<file path="config.mk">
export PLATFORM = sky130hd
export DESIGN_NAME = nroot_mul_unit_flat
export DESIGN_NICKNAME = d
export VERILOG_FILES = /design/src/rtl/nroot_mul_unit_if.sv /design/src/rtl/nroot_mul_unit.sv /design/src/flat_wrapper.sv
export SDC_FILE = /design/constraint.sdc
export NUM_CORES = 2
export LEC_CHECK = 0
export BUFFER_PORTS_ARGS = -buffer_cell sky130_fd_sc_hd__buf_2
export CAP_MARGIN = 20
export CORE_ASPECT_RATIO = 0.8
export CORE_MARGIN = 4
export CORE_UTILIZATION = 58
export CTS_BUF_LIST = sky130_fd_sc_hd__clkbuf_4
export DETAILED_ROUTE_END_ITERATION = 6
export MAX_ROUTING_LAYER = met4
export PLACE_DENSITY = 0.89
export SLEW_MARGIN = 5
export SYNTH_ARGS = -nofsm -noshare
export SYNTH_HDL_FRONTEND = slang
export SYNTH_SLANG_ARGS = --single-unit
</file>
<file path="constraint.sdc">
create_clock -name clk_i -period 3.2 [get_ports clk_i]
set_input_delay 0.32 -clock clk_i [delete_from_list [all_inputs] [get_ports clk_i]]
set_output_delay 0.32 -clock clk_i [all_outputs]
set_load 0.05 [all_outputs]
</file>
<file path="src/rtl/nroot_mul_unit_if.sv">
// Operation handshake and result bus for nroot_mul_unit.
// Valid/ready: a request transfers in the cycle where start_i=1 and rdy_o=1; while rdy_o=0 start_i is ignored.
interface nroot_mul_unit_if #(
  parameter int WIDTH = 32
);
  logic               start_i;
  logic               mode_i;
  logic [WIDTH-1:0]   x_bi;
  logic [WIDTH-1:0]   y_bi;
  logic               rdy_o;
  logic [WIDTH-1:0]   root_bo;
  logic [2*WIDTH-1:0] y_bo;
  logic [WIDTH-1:0]   rem_bo;

  modport master (
    output start_i, mode_i, x_bi, y_bi,
    input  rdy_o, root_bo, y_bo, rem_bo
  );

  modport slave (
    input  start_i, mode_i, x_bi, y_bi,
    output rdy_o, root_bo, y_bo, rem_bo
  );
endinterface

</file>
<file path="src/rtl/nroot_mul_unit.sv">
// Iterative square/cube root with post-multiply r*y, built on one shared shift-add multiplier.
// Optional macro NROOT_REM_EN: when defined, rem_bo carries x - r^n; otherwise rem_bo is 0.
module nroot_mul_unit #(
  parameter int WIDTH = 32
) (
  input  logic                clk_i,
  input  logic                rst_i,
  nroot_mul_unit_if.slave     bus,
  output logic [3:0]          dbg_state_o
);
  localparam int DW = 2 * WIDTH;
  localparam int SW = $clog2(WIDTH) + 1;
  localparam int CW = $clog2(WIDTH + 1);
  localparam logic [SW-1:0] S_SQRT = SW'(2 * ((WIDTH - 1) / 2));
  localparam logic [SW-1:0] S_CBRT = SW'(3 * ((WIDTH - 1) / 3));

  typedef enum logic [3:0] {
    IDLE, INIT, SHIFT, MUL_A_START, MUL_A_WAIT, MUL_B_START, MUL_B_WAIT,
    CALC_B, CMP_UPD, FMUL_START, FMUL_WAIT, DONE
  } state_t;

  state_t           state_q, state_d;
  logic             mode_q, mode_d;
  logic [WIDTH-1:0] rx_q, rx_d;
  logic [WIDTH-1:0] acc_q, acc_d;
  logic [WIDTH-1:0] yop_q, yop_d;
  logic [SW-1:0]    s_q, s_d;
  logic [WIDTH-1:0] t_q, t_d;
  logic [DW-1:0]    p_q, p_d;
  logic [DW-1:0]    b_q, b_d;
  logic             rdy_q, rdy_d;
  logic [WIDTH-1:0] root_q, root_d;
  logic [DW-1:0]    yout_q, yout_d;

  logic             mul_start;
  logic [WIDTH-1:0] mul_a, mul_b;
  logic             mul_busy_q, mul_busy_d;
  logic [CW-1:0]    mul_cnt_q, mul_cnt_d;
  logic [DW-1:0]    mul_mcand_q, mul_mcand_d;
  logic [WIDTH-1:0] mul_mplier_q, mul_mplier_d;
  logic [DW-1:0]    mul_prod_q, mul_prod_d;

  // Root FSM; the only consumer of the multiplier.
  always_comb begin
    state_d   = state_q;
    mode_d    = mode_q;
    rx_d      = rx_q;
    acc_d     = acc_q;
    yop_d     = yop_q;
    s_d       = s_q;
    t_d       = t_q;
    p_d       = p_q;
    b_d       = b_q;
    rdy_d     = rdy_q;
    root_d    = root_q;
    yout_d    = yout_q;
    mul_start = 1'b0;
    mul_a     = '0;
    mul_b     = '0;
    case (state_q)
      IDLE: begin
        if (rdy_q && bus.start_i) begin
          mode_d  = bus.mode_i;
          rx_d    = bus.x_bi;
          yop_d   = bus.y_bi;
          rdy_d   = 1'b0;
          state_d = INIT;
        end
      end
      INIT: begin
        acc_d   = '0;
        s_d     = mode_q ? S_CBRT : S_SQRT;
        state_d = SHIFT;
      end
      SHIFT: begin
        acc_d   = acc_q << 1;
        state_d = mode_q ? MUL_A_START : CALC_B;
      end
      MUL_A_START: begin
        mul_start = 1'b1;
        mul_a     = acc_q;
        mul_b     = WIDTH'(3);
        state_d   = MUL_A_WAIT;
      end
      MUL_A_WAIT: begin
        if (!mul_busy_q) begin
          t_d     = mul_prod_q[WIDTH-1:0];
          state_d = MUL_B_START;
        end
      end
      MUL_B_START: begin
        mul_start = 1'b1;
        mul_a     = t_q;
        mul_b     = acc_q + WIDTH'(1);
        state_d   = MUL_B_WAIT;
      end
      MUL_B_WAIT: begin
        if (!mul_busy_q) begin
          p_d     = mul_prod_q;
          state_d = CALC_B;
        end
      end
      CALC_B: begin
        // Evaluated at double width so the largest shift cannot overflow.
        if (mode_q) b_d = (p_q + DW'(1)) << s_q;
        else        b_d = (({{WIDTH{1'b0}}, acc_q} << 1) + DW'(1)) << s_q;
        state_d = CMP_UPD;
      end
      CMP_UPD: begin
        if ({{WIDTH{1'b0}}, rx_q} >= b_q) begin
          rx_d  = rx_q - b_q[WIDTH-1:0];
          acc_d = acc_q + WIDTH'(1);
        end
        if (s_q == '0) begin
          state_d = FMUL_START;
        end else begin
          s_d     = mode_q ? (s_q - SW'(3)) : (s_q - SW'(2));
          state_d = SHIFT;
        end
      end
      FMUL_START: begin
        mul_start = 1'b1;
        mul_a     = acc_q;
        mul_b     = yop_q;
        state_d   = FMUL_WAIT;
      end
      FMUL_WAIT: begin
        if (!mul_busy_q) state_d = DONE;
      end
      DONE: begin
        root_d  = acc_q;
        yout_d  = mul_prod_q;
        rdy_d   = 1'b1;
        state_d = IDLE;
      end
      default: state_d = IDLE;
    endcase
  end

  // Shift-add multiplier: busy for exactly WIDTH cycles after the start pulse.
  always_comb begin
    mul_busy_d   = mul_busy_q;
    mul_cnt_d    = mul_cnt_q;
    mul_mcand_d  = mul_mcand_q;
    mul_mplier_d = mul_mplier_q;
    mul_prod_d   = mul_prod_q;
    if (mul_start) begin
      mul_mcand_d  = {{WIDTH{1'b0}}, mul_a};
      mul_mplier_d = mul_b;
      mul_prod_d   = '0;
      mul_cnt_d    = CW'(WIDTH);
      mul_busy_d   = 1'b1;
    end else if (mul_busy_q) begin
      if (mul_mplier_q[0]) mul_prod_d = mul_prod_q + mul_mcand_q;
      mul_mcand_d  = mul_mcand_q << 1;
      mul_mplier_d = mul_mplier_q >> 1;
      mul_cnt_d    = mul_cnt_q - CW'(1);
      if (mul_cnt_q == CW'(1)) mul_busy_d = 1'b0;
    end
  end

  always_ff @(posedge clk_i) begin
    if (rst_i) begin
      state_q      <= IDLE;
      mode_q       <= 1'b0;
      rx_q         <= '0;
      acc_q        <= '0;
      yop_q        <= '0;
      s_q          <= '0;
      t_q          <= '0;
      p_q          <= '0;
      b_q          <= '0;
      rdy_q        <= 1'b1;
      root_q       <= '0;
      yout_q       <= '0;
      mul_busy_q   <= 1'b0;
      mul_cnt_q    <= '0;
      mul_mcand_q  <= '0;
      mul_mplier_q <= '0;
      mul_prod_q   <= '0;
    end else begin
      state_q      <= state_d;
      mode_q       <= mode_d;
      rx_q         <= rx_d;
      acc_q        <= acc_d;
      yop_q        <= yop_d;
      s_q          <= s_d;
      t_q          <= t_d;
      p_q          <= p_d;
      b_q          <= b_d;
      rdy_q        <= rdy_d;
      root_q       <= root_d;
      yout_q       <= yout_d;
      mul_busy_q   <= mul_busy_d;
      mul_cnt_q    <= mul_cnt_d;
      mul_mcand_q  <= mul_mcand_d;
      mul_mplier_q <= mul_mplier_d;
      mul_prod_q   <= mul_prod_d;
    end
  end

`ifdef NROOT_REM_EN
  logic [WIDTH-1:0] rem_q, rem_d;

  always_comb begin
    rem_d = rem_q;
    if (state_q == DONE) rem_d = rx_q;
  end

  always_ff @(posedge clk_i) begin
    if (rst_i) rem_q <= '0;
    else       rem_q <= rem_d;
  end

  assign bus.rem_bo = rem_q;
`else
  assign bus.rem_bo = '0;
`endif

  assign bus.rdy_o   = rdy_q;
  assign bus.root_bo = root_q;
  assign bus.y_bo    = yout_q;
  assign dbg_state_o = state_q;
endmodule
</file>
<file path="src/flat_wrapper.sv">
// flat-port wrapper written by rule: the top's interface ports become plain ports
module nroot_mul_unit_flat 
#(
  parameter int WIDTH = 32
)
  (clk_i, rst_i, dbg_state_o, bus_start_i, bus_mode_i, bus_x_bi, bus_y_bi, bus_rdy_o, bus_root_bo, bus_y_bo, bus_rem_bo);
  nroot_mul_unit_if #(.WIDTH(WIDTH)) bus_i ();
  input  logic clk_i;
  input  logic rst_i;
  output logic [3:0] dbg_state_o;
  input wire logic [$bits(bus_i.start_i)-1:0] bus_start_i;
  input wire logic [$bits(bus_i.mode_i)-1:0] bus_mode_i;
  input wire logic [$bits(bus_i.x_bi)-1:0] bus_x_bi;
  input wire logic [$bits(bus_i.y_bi)-1:0] bus_y_bi;
  output wire logic [$bits(bus_i.rdy_o)-1:0] bus_rdy_o;
  output wire logic [$bits(bus_i.root_bo)-1:0] bus_root_bo;
  output wire logic [$bits(bus_i.y_bo)-1:0] bus_y_bo;
  output wire logic [$bits(bus_i.rem_bo)-1:0] bus_rem_bo;
  assign bus_i.start_i = bus_start_i;
  assign bus_i.mode_i = bus_mode_i;
  assign bus_i.x_bi = bus_x_bi;
  assign bus_i.y_bi = bus_y_bi;
  assign bus_rdy_o = bus_i.rdy_o;
  assign bus_root_bo = bus_i.root_bo;
  assign bus_y_bo = bus_i.y_bo;
  assign bus_rem_bo = bus_i.rem_bo;
  nroot_mul_unit #(.WIDTH(WIDTH)) u_core (.clk_i(clk_i), .rst_i(rst_i), .bus(bus_i), .dbg_state_o(dbg_state_o));
endmodule
</file>
==> qor.yml, run 1 <==
status: "aborted with a tool error"
stop_stage: "5_1_grt"
error_message: "[ERROR GRT-0229] Vertical edge usage exceeds the maximum allowed. (4, 24) usage=65535 limit=2200"
netlist_instances: 4357
cts_buffers: 137
synth-compound-area-share: 0.243
syn_avg_cell_area_um2: 7.37
die_h_um: 218
grt_max_degree: 146
synth_fa_ha_area_frac: 0.0414
die_w_um: 271
portBuffers: 168
io_pins: 201
htreeDepth: 4
root_buffer: "clkbuf_4"
synth_seq_cells: 531
syn_area_um2: 32100
synthArstFlopShare: 0
clkSinkCount: 531
synth_simple_gate_area_frac: 0.225
synth_sequential_area_ratio: 0.331
synth_top_family_by_area: "compound AO/OA/AOI/OAI gates"
start_util: 0.591
gp_congestion: 1.04
grt-worst-endpoint: "u_core.rx_q[18]$_SDFFE_PP0P_/D"
ys_types: 94
dp_hpwl_um: 78600
yosysWarnings: 0
num_rows: 76
ctsLongestPathBuffers: 3
synth-edff-count: 0
synth_xor_area_frac: 0.0442
ys.flop_type: "dfxtp_1"
worst-ep-kind: "register data pin"
grt_antenna_before_repair: 32
yosys-mux-area-fraction: 0.0533
cells by family after synthesis:
group           Yosys count
mux                     155
simple gates           1670
buf+inv                 494
xor+xnor                162
compound gates         1239
other cells               1
fa+ha+maj               105
flops                   531
timing repair:
| item | in CTS |
|---|---|
| gates resized for setup | 146 |
| pin swaps | 61 |
| buffers inserted | 39 |
| gates cloned | 7 |
| endpoints found under the setup margin | 121 |
| hold buffers | 124 |
| endpoints found under the hold margin | 223 |
metrics by stage:
stage | cell area [µm²] | setup TNS [ns] | cells | setup slack [ns]
floorplan | 32300 | 0 | 4388 | 0.000890
global placement | 36400 | -7.20 | 5404 | -0.317
detailed placement | 36400 | -19.99 | 5404 | -0.462
CTS | 40400 | -0.538 | 5800 | -0.0729
cells in the mapped netlist, drive strengths merged, types with 8 or more instances:
| master | count | area share |
|---|---|---|
| and2 | 24 | 0.0047 |
| nor2b | 14 | 0.0027 |
| nor2 | 362 | 0.042 |
| nand2b | 11 | 0.0024 |
| o21a | 12 | 0.0028 |
| nand3 | 125 | 0.020 |
| or4 | 11 | 0.0028 |
| dfxtp | 531 | 0.33 |
| and4 | 11 | 0.0030 |
| a211o | 10 | 0.0027 |
| o22ai | 13 | 0.0025 |
| or3 | 19 | 0.0039 |
| or2 | 8 | 0.0016 |
| a22oi | 79 | 0.018 |
| nor4 | 32 | 0.0067 |
| o31ai | 17 | 0.0040 |
| mux2i | 122 | 0.039 |
| a221oi | 54 | 0.015 |
| nand2 | 870 | 0.10 |
| xnor2 | 105 | 0.029 |
| a21oi | 499 | 0.078 |
| and3 | 31 | 0.0061 |
| a311oi | 52 | 0.014 |
| o32ai | 16 | 0.0044 |
| ha | 103 | 0.040 |
| nand4 | 49 | 0.010 |
| a211oi | 45 | 0.011 |
| o21bai | 20 | 0.0047 |
| mux4 | 9 | 0.0063 |
| inv | 118 | 0.014 |
| buf | 83 | 0.014 |
| mux2 | 24 | 0.0084 |
| o221ai | 12 | 0.0033 |
| xor2 | 57 | 0.016 |
| o211ai | 20 | 0.0047 |
| a32oi | 8 | 0.0022 |
| clkbuf | 291 | 0.034 |
| a31oi | 29 | 0.0056 |
| a21o | 63 | 0.015 |
| nor3 | 95 | 0.015 |
| o21ai | 213 | 0.033 |
==> inputs of run 2 (changes only) <==
Settings changed: CORE_ASPECT_RATIO 0.8 to default, CORE_UTILIZATION 58 to 40, CTS_BUF_LIST sky130_fd_sc_hd__clkbuf_4 to default, MAX_ROUTING_LAYER met4 to default, PLACE_DENSITY 0.89 to default, PLACE_DENSITY_LB_ADDON from default to 0.15.
Clock period 3.2 ns to 4.16 ns, I/O delays scaled along.
==> run 2 against run 1 <==
Net effect:
- the run now ends clean
- synthesized cell count is the same
- synthesized area is the same
==> qor.yml, run 2 <==
die_w_um: 291
yosysTopAreaCell: "dfxtp_1"
drc: 0
diodes: 0
ant_nets: 0
use_met2: 0.389
syn_avg_cell_area_um2: 7.37
pwr-share-comb: 0.259
p_leak_nw: 13.6
synthArstFlopShare: 0
cp-start-kind: "register"
grt_use_met3: 0.0361
final_common_cell: "nand2_1"
firstDrtPassIters: 7
groute.usage.overall: 0.251
fin_nets: 4549
pre_cts_slack_ns: 0.272
rsz0062_at_grt: "no"
placed_area_um2: 33800
clkPwrFrac: 0.380
final_cell_area_um2: 36300
path_class: "reg -> reg"
grt_max_degree: 188
slew_violations: 0
cp_num_buf_inv: 1
path_clk_slew_ns: 0.06
portBuffers: 168
synth_top_cells_by_count: "nand2_1 (870), dfxtp_1 (531), a21oi_1 (499)"
gp_congestion: 0.949
grt_util_met1: 0.362
hold_depth: 3
hold_viol_final: 0
ctsLongestPathBuffers: 3
synth_seq_cells: 531
maxCapViolCount: 0
first_global_vias: 29600
drtIter0Drc: 2912
clkSinkCount: 531
dp_hpwl_um: 78900
syn_to_final_growth_pct: 13.1
fin_ws_ns: 0.222
cts_buffers: 61
wl_per_cell_um: 20.4
slew_headroom: 0.335
total_power_mw: 15.6
end_kind: "register"
core_area_um2: 79300
htreeDepth: 2
grt_overflow: 0
n_fill_cell: 8130
max_freq_mhz: 254
status: "complete, no violations"
cts_tree: "done"
slowest_stage: "or3_1"
netlist_instances: 4357
max_stage_delay_ns: 0.45
cts_setup_buffers: 0
synthTopCellsByArea: "dfxtp_1 (33%), nand2_1 (10%), a21oi_1 (7.8%), nor2_1 (4.2%), ha_1 (4.0%)"
tightest_slew_ns: 0.994
most-common-layout-cells: "nand2_1 (868), dfxtp_1 (524), a21oi_1 (499)"
synth-edff-count: 0
peakVddDrop_mv: 0.394
die_h_um: 291
post-synth-top-count-cell: "nand2_1"
synth_top_area_share: 0.331
cpLargestDelayFamily: "compound AO/OA/AOI/OAI gates"
die_area_um2: 84900
clock_latency_ns: 0.67
period_minus_slack_ns: 3.94
totalWireLength_um: 112000
ys_types: 94
num_rows: 103
p_int_mw: 10.3
p_switching_mw: 5.29
grt_pass1_wl_um: 174000
cp_common_cell: "a21oi_1"
ff2ff_path_depth: 15
cp_max_fo: 6
vias: 31700
worstPathCellList: "ha_1 -> fa_1 -> a21oi_1 -> o21ai_0 -> a21oi_1 -> or3_1 -> a21oi_1 -> o211ai_1 -> a21oi_1 -> a311oi_1 -> buf_4 -> o311a_1 -> or2_0 -> or4_1 -> nand3_1"
power_density_nw_per_um2: 430
synth_sequential_area_ratio: 0.331
skew_ns: 0.0621
start_util: 0.405
setup_viol: 0
ys.flop_type: "dfxtp_1"
drive_gt1_frac: 0.107
via_per_inst: 5.79
busiest_layer: "met2"
root_buffer: "clkbuf_16"
tns_ns: 0
power_frac_seq: 0.361
yosysWarnings: 0
fin_crit_sh: 0.947
hp-class: "in -> reg"
p_sw_frac: 0.338
worst-path-stages: 15
io_pins: 201
grt_antenna_before_repair: 2
crit_required_ns: 4.72
cp.arrival_ns: 4.49
syn_area_um2: 32100
hold_ws_ns: 0.0279
## run 2: cell counts after synthesis
Identical to the previous run, type by type.
## run 2: worst paths after layout
check,slack [ns],start,to
setup / recovery,0.22,u_core.mul_prod_q[0],u_core.mul_prod_q[54]
hold / removal,0.03,bus_y_bi[21],u_core.yop_q[21]
setup reg to reg,0.22,u_core.mul_prod_q[0],u_core.mul_prod_q[54]
hold reg to reg,0.45,u_core.bus.y_bo[42],u_core.bus.y_bo[42]
## run 2: area by class of cell
type / count / area, µm² / share of cell area
multi-input cells: 3363 / 19700 / 0.543
repair buffers: 299 / 1950 / 0.0537
well taps: 1050 / 1310 / 0.0362
inverters: 120 / 450 / 0.0124
clock buffers: 84 / 1760 / 0.0486
clock inverters: 31 / 487 / 0.0134
flip-flops and latches: 531 / 10600 / 0.293
## run 2: through the flow
step / instances / util
after floorplan: 4388 / -
after global placement: 5337 / 0.426
after detailed placement: 5337 / 0.426
after CTS: 5478 / 0.458
after global routing: 5478 / 0.458
final: 5478 / 0.458
## run 2: layer usage
layer	wire (µm)	vias up	part of all wire
met1	52200	15100	0.47
met5	0	-	0
li1	-	15400	-
met3	7150	169	0.064
met2	49300	1009	0.44
met4	3260	0	0.029
## run 2: cells by family after synthesis
kind of cell    count (synthesis)  synth area share
simple gates                 1670             0.225
flops                         531             0.331
buf+inv                       494            0.0623
mux                           155            0.0533
fa+ha+maj                     105            0.0414
other cells                     1          0.000117
compound gates               1239             0.243
xor+xnor                      162            0.0442
## run 2: timing repair
action / 4_1_cts / 5_1_grt
hold endpoints to repair: 26 / 0
setup endpoints to repair: 0 / 31
resized for setup: 0 / 4
hold buffers: 26 / 0
## run 2: power by group through the flow
stage	Clock [mW]	Combinational [mW]	Sequential, mW
4_1_cts	6.04	3.97	5.63
2_1_floorplan	0	2.88	5.60
3_5_place_dp	0	3.93	5.74
6_report	5.93	4.05	5.64
3_3_place_gp	0	3.94	5.74
5_1_grt	6.25	4.42	5.66
## run 2: tightest hold or removal path: stages
cell	delay [ns]
buf_2	0.10
nand2_1	0.06
a21oi_1	0.05
No activity file was read; power rests on OpenSTA's default activity.
